$ cat src/rtl/a2d_pkg.sv
// Shared types and helpers for the A2D scan controller: FSM state encoding
// and the SPI command word layout expected by the external ADC.
package a2d_pkg;

  typedef enum logic [2:0] {IDLE, CMD, WAIT, READ, ACC, GAP} state_t;

  localparam logic [10:0] CMD_PAD = 11'h000;

  function automatic logic [15:0] cmd_word(input logic [2:0] ch);
    return {2'b00, ch, CMD_PAD};
  endfunction

endpackage

$ cat src/rtl/a2d_scan_ctrl_spi.sv
// SPI_mnrch: 16-bit SPI master, SCLK = clk/16, idle high. MISO is sampled one
// clk before each SCLK rise, MOSI shifts on each SCLK fall.
module SPI_mnrch (
  input  logic        clk,
  input  logic        rst_n,
  input  logic        wrt,
  input  logic [15:0] wt_data,
  output logic [15:0] rd_data,
  output logic        done,
  output logic        SS_n,
  output logic        SCLK,
  output logic        MOSI,
  input  logic        MISO
);

  typedef enum logic {S_IDLE, S_XFER} spi_state_t;

  spi_state_t  state_q, state_d;
  logic [3:0]  div_q, div_d;
  logic [3:0]  bit_q, bit_d;
  logic [15:0] shft_q, shft_d;
  logic        smpl_q, smpl_d;
  logic        done_q, done_d;
  logic        ss_n_q, ss_n_d;

  always_ff @(posedge clk or negedge rst_n) begin
    if (!rst_n) begin
      state_q <= S_IDLE;
      div_q   <= '0;
      bit_q   <= '0;
      shft_q  <= '0;
      smpl_q  <= 1'b0;
      done_q  <= 1'b0;
      ss_n_q  <= 1'b1;
    end else begin
      state_q <= state_d;
      div_q   <= div_d;
      bit_q   <= bit_d;
      shft_q  <= shft_d;
      smpl_q  <= smpl_d;
      done_q  <= done_d;
      ss_n_q  <= ss_n_d;
    end
  end

  always_comb begin
    state_d = state_q;
    div_d   = div_q;
    bit_d   = bit_q;
    shft_d  = shft_q;
    smpl_d  = smpl_q;
    done_d  = 1'b0;
    ss_n_d  = ss_n_q;
    case (state_q)
      S_IDLE: begin
        if (wrt) begin
          state_d = S_XFER;
          shft_d  = wt_data;
          div_d   = '0;
          bit_d   = '0;
          ss_n_d  = 1'b0;
        end
      end
      S_XFER: begin
        div_d = div_q + 4'd1;
        if (div_q == 4'd7) smpl_d = MISO;
        // Falling SCLK: shift out next MOSI bit and shift in the sampled MISO bit
        if (div_q == 4'd15) begin
          shft_d = {shft_q[14:0], smpl_q};
          bit_d  = bit_q + 4'd1;
          if (bit_q == 4'd15) begin
            state_d = S_IDLE;
            ss_n_d  = 1'b1;
            done_d  = 1'b1;
          end
        end
      end
      default: state_d = S_IDLE;
    endcase
  end

  assign SCLK    = (state_q == S_XFER) ? div_q[3] : 1'b1;
  assign MOSI    = shft_q[15];
  assign SS_n    = ss_n_q;
  assign done    = done_q;
  assign rd_data = shft_q;

endmodule

$ cat src/rtl/a2d_scan_ctrl.sv
// Scans a configurable ADC channel list over SPI, averaging 2^AVG_LOG2 samples
// per slot, in single-shot (nxt) or continuous (cont, with idle gap) mode.
module a2d_scan_ctrl
  import a2d_pkg::*;
#(
  parameter int                    NUM_CH   = 4,
  parameter logic [NUM_CH*3-1:0]   CH_MAP   = {3'd6, 3'd5, 3'd4, 3'd0},
  parameter int                    DATA_W   = 12,
  parameter int                    AVG_LOG2 = 0,
  parameter int                    GAP_W    = 16
) (
  input  logic                     clk,
  input  logic                     rst_n,
  input  logic                     nxt,
  input  logic                     cont,
  input  logic [GAP_W-1:0]         gap,
  output logic [NUM_CH*DATA_W-1:0] rslt,
  output logic                     rslt_vld,
  output logic [2:0]               rslt_ch,
  output logic                     scan_done,
  output logic                     busy,
  output logic                     SS_n,
  output logic                     SCLK,
  output logic                     MOSI,
  input  logic                     MISO
);

  localparam int SLOT_W = (NUM_CH > 1) ? $clog2(NUM_CH) : 1;
  localparam int SMP_W  = (AVG_LOG2 > 0) ? AVG_LOG2 : 1;
  localparam int ACC_W  = DATA_W + AVG_LOG2;
  localparam logic [SMP_W-1:0]  SMP_MAX   = SMP_W'((1 << AVG_LOG2) - 1);
  localparam logic [SLOT_W-1:0] SLOT_LAST = SLOT_W'(NUM_CH - 1);

  state_t                    state_q, state_d;
  logic [SLOT_W-1:0]         slot_q, slot_d;
  logic [SMP_W-1:0]          smp_q, smp_d;
  logic [ACC_W-1:0]          acc_q, acc_d;
  logic [GAP_W-1:0]          gap_q, gap_d;
  logic [NUM_CH*DATA_W-1:0]  rslt_q, rslt_d;
  logic                      rslt_vld_q, rslt_vld_d;
  logic [2:0]                rslt_ch_q, rslt_ch_d;
  logic                      scan_done_q, scan_done_d;
  logic                      busy_q, busy_d;

  logic                      spi_wrt;
  logic                      spi_done;
  logic [15:0]               spi_wdata;
  logic [15:0]               spi_rd;
  logic                      spi_rd_unused;

  function automatic logic [2:0] slot_addr(input logic [SLOT_W-1:0] s);
    slot_addr = '0;
    for (int i = 0; i < NUM_CH; i++)
      if (s == SLOT_W'(i)) slot_addr = CH_MAP[3*i +: 3];
  endfunction

  // Truncating average: drop the AVG_LOG2 fraction bits of the sample sum.
  function automatic logic [DATA_W-1:0] avg_sample(input logic [ACC_W-1:0] a);
    return DATA_W'(a >> AVG_LOG2);
  endfunction

  always_ff @(posedge clk or negedge rst_n) begin
    if (!rst_n) begin
      state_q     <= IDLE;
      slot_q      <= '0;
      smp_q       <= '0;
      acc_q       <= '0;
      gap_q       <= '0;
      rslt_q      <= '0;
      rslt_vld_q  <= 1'b0;
      rslt_ch_q   <= '0;
      scan_done_q <= 1'b0;
      busy_q      <= 1'b0;
    end else begin
      state_q     <= state_d;
      slot_q      <= slot_d;
      smp_q       <= smp_d;
      acc_q       <= acc_d;
      gap_q       <= gap_d;
      rslt_q      <= rslt_d;
      rslt_vld_q  <= rslt_vld_d;
      rslt_ch_q   <= rslt_ch_d;
      scan_done_q <= scan_done_d;
      busy_q      <= busy_d;
    end
  end

  always_comb begin
    state_d     = state_q;
    slot_d      = slot_q;
    smp_d       = smp_q;
    acc_d       = acc_q;
    gap_d       = gap_q;
    rslt_d      = rslt_q;
    rslt_vld_d  = 1'b0;
    rslt_ch_d   = rslt_ch_q;
    scan_done_d = 1'b0;
    busy_d      = busy_q;
    spi_wrt     = 1'b0;
    case (state_q)
      IDLE: begin
        if (nxt || cont) begin
          state_d = CMD;
          spi_wrt = 1'b1;
          busy_d  = 1'b1;
        end
      end
      CMD: begin
        if (spi_done) state_d = WAIT;
      end
      // The ADC returns the conversion commanded by the previous transaction
      WAIT: begin
        spi_wrt = 1'b1;
        state_d = READ;
      end
      READ: begin
        if (spi_done) begin
          acc_d   = ((smp_q == '0) ? '0 : acc_q) + ACC_W'(spi_rd[DATA_W-1:0]);
          state_d = ACC;
        end
      end
      ACC: begin
        if (smp_q < SMP_MAX) begin
          smp_d   = smp_q + SMP_W'(1);
          state_d = CMD;
          spi_wrt = 1'b1;
        end else begin
          smp_d      = '0;
          rslt_vld_d = 1'b1;
          rslt_ch_d  = 3'(slot_q);
          for (int i = 0; i < NUM_CH; i++)
            if (slot_q == SLOT_W'(i)) rslt_d[DATA_W*i +: DATA_W] = avg_sample(acc_q);
          if (slot_q == SLOT_LAST) begin
            slot_d      = '0;
            scan_done_d = 1'b1;
            busy_d      = 1'b0;
            if (cont) begin
              state_d = GAP;
              gap_d   = gap;
            end else begin
              state_d = IDLE;
            end
          end else begin
            slot_d  = slot_q + SLOT_W'(1);
            state_d = CMD;
            spi_wrt = 1'b1;
          end
        end
      end
      // Stay gap cycles (at least one); dropping cont ends the gap at once
      GAP: begin
        if (!cont || gap_q <= GAP_W'(1)) state_d = IDLE;
        else                             gap_d   = gap_q - GAP_W'(1);
      end
      default: state_d = IDLE;
    endcase
  end

  // Command follows slot_d so a slot advance issues the new channel directly
  assign spi_wdata     = cmd_word(slot_addr(slot_d));
  assign spi_rd_unused = ^spi_rd;

  SPI_mnrch u_spi (
    .clk     (clk),
    .rst_n   (rst_n),
    .wrt     (spi_wrt),
    .wt_data (spi_wdata),
    .rd_data (spi_rd),
    .done    (spi_done),
    .SS_n    (SS_n),
    .SCLK    (SCLK),
    .MOSI    (MOSI),
    .MISO    (MISO)
  );

  assign rslt      = rslt_q;
  assign rslt_vld  = rslt_vld_q;
  assign rslt_ch   = rslt_ch_q;
  assign scan_done = scan_done_q;
  assign busy      = busy_q;

endmodule

$ cat config.mk
export PLATFORM = sky130hd
export DESIGN_NAME = a2d_scan_ctrl
export DESIGN_NICKNAME = d
export VERILOG_FILES = /design/src/rtl/a2d_pkg.sv /design/src/rtl/a2d_scan_ctrl_spi.sv /design/src/rtl/a2d_scan_ctrl.sv
export SDC_FILE = /design/constraint.sdc
export NUM_CORES = 1
export LEC_CHECK = 0
export BUFFER_PORTS_ARGS = -buffer_cell sky130_fd_sc_hd__buf_2
export CORE_MARGIN = 2
export CORE_UTILIZATION = 57
export CTS_CLUSTER_SIZE = 14
export DETAILED_ROUTE_END_ITERATION = 10
export PLACE_DENSITY = 0.8
export SLEW_MARGIN = 20
export SYNTH_ARGS = -nofsm -noshare
export SYNTH_HDL_FRONTEND = slang
export SYNTH_HIERARCHICAL = 1
export SYNTH_SLANG_ARGS = --single-unit
export TNS_END_PERCENT = 50
$ cat constraint.sdc
create_clock -name clk -period 2.15 [get_ports clk]
set_input_delay 0.43 -clock clk [delete_from_list [all_inputs] [get_ports clk]]
set_output_delay 0.43 -clock clk [all_outputs]
set_load 0.005 [all_outputs]
==> impl_metrics.py, run 1 <==
metrics = {
    "routing": {
        "drtPass1Iterations": 5,
        "via_per_inst": 5.76,
        "dr.first_iter.drc_count": 190,
        "vias": 3803,
        "drc_errors": 0,
        "wl_per_cell_um": 17.2,
        "drt-total-wl_mm": 11.4,
        "drtAntennaViolNets": 0,
    },
    "global_routing": {
        "track_usage_pct": 24.5,
        "gr-total-overflow": 0,
        "antenna_found_initial": 0,
        "grt_max_degree": 45,
        "grt_pass1_wl_mm": 18.9,
        "grt_pass1_vias": 3837,
    },
    "sta": {
        "setup_viol": 0,
        "hold_viol": 0,
        "fin_crit_ns": 1.94,
        "whs_ns": 0.152,
        "worstMarginPinSlew_ns": 0.711,
        "slew_violations": 0,
        "fin_crit_sh_pct": 90.1,
        "fmax_mhz": 516,
        "fin_tns_setup_ns": 0,
        "fin_skew_ns": 0.00835,
        "slew-limit-headroom_pct": 52.4,
        "rsz0062_at_grt": "no",
    },
    "synthesis": {
        "synth_area_per_cell_um2": 11.7,
        "syn_inst": 442,
        "synth_area_um2": 5180,
        "yosysWarnings": 6,
    },
    "worst_setup_path": {
        "reg2reg_depth": 6,
        "startpoint": "state_q[1]",
        "crit_chain": "nor2b_1 -> a21oi_1 -> nor2_1 -> nand2b_1 -> and2_4 -> a211o_1",
        "cpPeakStageDelay_ns": 0.49,
        "cp.depth": 6,
        "critPathSlowestCell": "dfrtp_1",
        "end_kind": "register",
        "path_buf_inv": 0,
        "worstSetupStartpointType": "register",
        "path_class": "register to register",
        "cp_data_arrival_time_ns": 2.33,
        "reg2reg_slack_ns": 0.21,
        "crit_required_ns": 2.54,
        "r2r_end": "u_spi/bit_q[2]",
        "regToRegStartpoint": "state_q[1]",
        "cp_top_family": "simple AND/OR/NAND/NOR gates",
        "worstPathMaxFanout": 17,
    },
    "placement": {
        "hpwl_mm": 7.44,
        "gp_congestion": 0.858,
        "io_buffer_count": 76,
        "postPlaceCellArea_um2": 5750,
    },
    "clock_network": {
        "clock_sinks": 114,
        "cts_tree": "yes",
        "clock_latency_ns": 0.51,
        "root_buffer": "clkbuf_8",
        "htreeDepth": 4,
        "path_clk_slew_ns": 0.05,
        "cts_made_buffers": 17,
        "cts_buffer_depth": 2,
    },
    "worst_hold_path": {
        "whs_path_depth": 2,
        "hp-class": "primary input to register",
        "whs_endpoint": "u_spi/smpl_q",
        "hp-start": "MISO",
    },
    "floorplan": {
        "ios": 78,
        "core.rowCount": 34,
        "die_area_um2": 9870,
        "fp.dieW_um": 99.4,
        "die_height_um": 99.4,
        "initial_utilization_pct": 59.1,
        "design.core.area_um2": 8760,
    },
    "run": {
        "cap_violations": 0,
    },
    "power": {
        "vdd_drop_max_uv": 722,
        "powerDensity_nw_per_um2": 997,
        "p_leak_nw": 3.40,
    },
    "cells_and_area": {
        "nets": 568,
        "fin_area_um2": 6380,
        "drive_gt1_share_pct": 37.9,
        "num_antenna_cells": 0,
        "final_util_pct": 72.9,
        "seq_area_um2": 2850,
        "final.fill_count": 571,
        "syn_to_final_growth_pct": 23.2,
        "multiInputGateArea_um2": 2220,
    },
    "outcome": {
        "status": "complete, no violations",
    },
}
-- metal layers --
layer,GRT usage (%),share of wire [%],up-vias,routed length [µm]
li1,-,-,1770,-
met1,32.8,44,1888,5000
met2,37.9,48,130,5500
met3,7.66,5.9,15,667
met4,9.17,1.6,0,180
met5,0,0,-,0
-- worst reg2reg max path, cell delays in order, from the launching register on --
cell and delay [ns]:
dfrtp_1 0.49, nor2b_1 0.29, a21oi_1 0.13, nor2_1 0.23, nand2b_1 0.12, and2_4 0.25, a211o_1 0.31
-- metrics by stage --
step / total power [mW] / setup WS [ns] / instances
2_1_floorplan: 3.31 / 0.362 / 455
3_3_place_gp: 3.52 / 0.251 / 626
3_5_place_dp: 3.58 / 0.184 / 626
4_1_cts: 6.42 / 0.143 / 659
5_1_grt: 6.67 / 0.0473 / 660
6_report: 6.37 / 0.212 / 660
-- layout by cell type, fill, tap and decap left out, drive strengths merged, types with 4 or more instances in the layout --
cell    instances
nand2          16
buf            91
dfrtp         113
inv            13
nand3          25
conb           14
nor3            5
nand2b          4
ha              8
clkinv          6
nor2           30
o21ai          49
mux2           61
a21oi          26
mux2i          17
nor4            7
clkbuf         17
and3            7
-- power by group --
group          switching (mW)  internal (mW)
registers               0.264           2.40
clock network            1.02           1.77
logic                   0.486          0.423
total                    1.77           4.60
-- layout make-up --
type | count | area share, %
clock buffers | 17 | 6.49
clock inverters | 15 | 2.88
inverters | 10 | 0.588
multi-input cells | 304 | 34.7
flip-flops and latches | 114 | 44.7
well taps | 108 | 2.12
repair buffers | 92 | 8.50
-- worst max-delay path by stage --
stage,to,slack [ns]
6_report,u_spi/bit_q[2],0.21
5_1_grt,gap_q[2],0.05
4_1_cts,gap_q[14],0.14
3_5_place_dp,gap_q[14],0.18
3_3_place_gp,gap_q[14],0.25
2_1_floorplan,gap_q[4],0.36
-- flip-flops by register name, indices dropped and copies added (netlist names), 2 cells and up --
| name | count |
|---|---|
| acc_q | 12 |
| gap_q | 16 |
| u_spi/div_q | 4 |
| u_spi/rd_data | 16 |
| slot_q | 2 |
| u_spi/bit_q | 4 |
| rslt | 48 |
| state_q | 3 |
| rslt_ch | 2 |
-- what timing repair did --
action	in CTS	in global routing
endpoints found under the setup margin	0	4
hold buffers	1	0
gates resized for setup	0	5
hold endpoints to repair	38	0
buffers inserted	0	1
No activity file was read; power rests on OpenSTA's default activity.
==> run 2, diff against run 1 <==
==> constraint.sdc (replaced) <==
create_clock -name clk -period 1.98 [get_ports clk]
set_input_delay 0.396 -clock clk [delete_from_list [all_inputs] [get_ports clk]]
set_output_delay 0.396 -clock clk [all_outputs]
set_load 0.005 [all_outputs]
==> impl_metrics.py, run 2 (synthesis results as in run 1) <==
metrics = {
    "outcome": {
        "status": "complete, no violations",
    },
    "routing": {
        "wl_per_cell_um": 18.2,
        "dr.first_iter.drc_count": 247,
        "via_per_inst": 5.84,
        "vias": 3900,
        "drtPass1Iterations": 5,
        "drtAntennaViolNets": 0,
        "drt-total-wl_mm": 12.1,
        "drc_errors": 0,
    },
    "floorplan": {
        "design.core.area_um2": 8760,
        "fp.dieW_um": 99.4,
        "initial_utilization_pct": 59.1,
        "ios": 78,
        "core.rowCount": 34,
        "die_height_um": 99.4,
        "die_area_um2": 9870,
    },
    "run": {
        "cap_violations": 0,
    },
    "sta": {
        "setup_viol": 0,
        "fmax_mhz": 531,
        "fin_skew_ns": 0.00788,
        "hold_viol": 0,
        "fin_crit_sh_pct": 95.2,
        "fin_crit_ns": 1.88,
        "slew_violations": 0,
        "fin_tns_setup_ns": 0,
        "final.setup.worst_slack_ns": 0.0955,
    },
    "power": {
        "power.internal_mw": 5.00,
        "power_frac_seq_pct": 41.5,
        "clock_power_share_pct": 44.0,
        "vdd_drop_max_uv": 1030,
        "p_leak_nw": 3.46,
        "powerDensity_nw_per_um2": 1070,
        "combPwrFrac_pct": 14.5,
        "switching_power_mw": 1.96,
        "power_switching_share_pct": 28.2,
    },
    "cells_and_area": {
        "num_antenna_cells": 0,
        "final_util_pct": 74.3,
        "multiInputGateArea_um2": 2240,
        "seq_area_um2": 2860,
        "syn_to_final_growth_pct": 25.6,
        "drive_gt1_share_pct": 39.6,
        "nets": 576,
        "final.fill_count": 580,
        "mostFrequentLayoutCells": "111 x dfrtp_1, 75 x buf_2, 61 x mux2_2",
        "largest_reg_flops": 48,
        "layout_commonest_cell": "dfrtp_1",
    },
    "placement": {
        "post-place-ws_ns": 0.0190,
        "gp_congestion": 0.846,
        "io_buffer_count": 76,
        "hpwl_mm": 7.58,
    },
    "clock_network": {
        "htreeDepth": 4,
        "cts_made_buffers": 17,
        "clock_sinks": 114,
        "cts_buffer_depth": 2,
        "clock_latency_ns": 0.51,
        "root_buffer": "clkbuf_8",
        "path_clk_slew_ns": 0.06,
        "cts_tree": "yes",
    },
    "global_routing": {
        "grt_max_degree": 70,
        "gr-total-overflow": 0,
        "antenna_found_initial": 0,
        "grt_pass1_vias": 3789,
        "grt_pass1_wl_mm": 19.2,
        "track_usage_pct": 25.0,
    },
    "worst_setup_path": {
        "worstPathMaxFanout": 7,
        "crit_required_ns": 2.38,
        "worstSetupStartpointType": "register",
        "crit_chain": "or4_1 -> nor2_2 -> a21oi_1 -> o21ai_0 -> nand2_1",
        "critPathSlowestCell": "or4_1",
        "cp_top_family": "simple AND/OR/NAND/NOR gates",
        "path_class": "register to register",
        "cp_data_arrival_time_ns": 2.28,
        "reg2reg_slack_ns": 0.1,
        "path_buf_inv": 0,
        "cpPeakStageDelay_ns": 0.68,
        "end_kind": "register",
    },
    "worst_hold_path": {
        "hp-class": "primary input to register",
    },
}
## run 2: cell types whose count changed in the layout (fill, tap and decap cells not counted), moves of 2 or more
cell,before,now
buf_12,3,6
buf_4,13,18
clkinvlp_4,3,1
dfrtp_1,113,111
dfrtp_2,0,2
nor4_1,6,4
nor4_2,0,2
## run 2: power by group through the flow
stage | clock (mW) | combinational, mW | sequential (mW)
after floorplan | 0 | 0.777 | 2.82
after global placement | 0 | 0.919 | 2.90
after detailed placement | 0 | 0.974 | 2.91
after CTS | 3.09 | 0.996 | 2.88
after global routing | 3.22 | 1.14 | 2.94
final | 3.07 | 1.01 | 2.89
## run 2: stage by stage
| stage | power (mW) | hold WS [ns] | cells | instance area [µm²] |
|---|---|---|---|---|
| after floorplan | 3.60 | 0.100 | 455 | 5230 |
| after global placement | 3.82 | 0.267 | 630 | 5820 |
| after detailed placement | 3.89 | 0.274 | 630 | 5820 |
| after CTS | 6.97 | 0.113 | 663 | 6430 |
| after global routing | 7.29 | 0.112 | 668 | 6510 |
| final | 6.97 | 0.121 | 668 | 6510 |
## run 2: path summary, 6_finish.rpt
kind | startpoint | endpoint | cells past startpoint
setup / recovery | gap_q[2] | gap_q[11] | 5
hold / removal | MISO | u_spi/smpl_q | 2
setup reg to reg | gap_q[2] | gap_q[11] | 5
hold reg to reg | rslt_ch[1] | rslt_ch[1] | 2
max in group asynchronous | rst_n | rslt[21] | 3
min in group asynchronous | rst_n | gap_q[6] | 2
## run 2: repair_timing
| action | in CTS | in global routing |
|---|---|---|
| cloned | 0 | 0 |
| setup endpoints to repair | 5 | 18 |
| buffers inserted | 0 | 5 |
| pin swaps | 0 | 2 |
| hold endpoints to repair | 11 | 0 |
| hold buffers | 1 | 0 |
| gates resized for setup | 1 | 11 |
## run 2: cell type report
type                       instances  area share (%)
multi-input combinational        304            34.4
sequential                       114            43.9
timing repair buffer             100            9.84
tap                              108            2.08
clock buffer                      17            6.36
inverter                          10           0.577
clock inverter                    15            2.81
## run 2: worst reg2reg max path: cells and delay by family (launching register included)
family / cells / cell delay (ns)
and+or+nand+nor: 3 / 1.02
DFF: 1 / 0.46
AOI/OAI and AO/OA: 2 / 0.30
## run 2: layer usage
metal	part of all wire, %	track usage [%]
met3	5.5	5.83
met1	43	33.8
met5	0	0
met4	2.7	9.91
met2	49	39.6
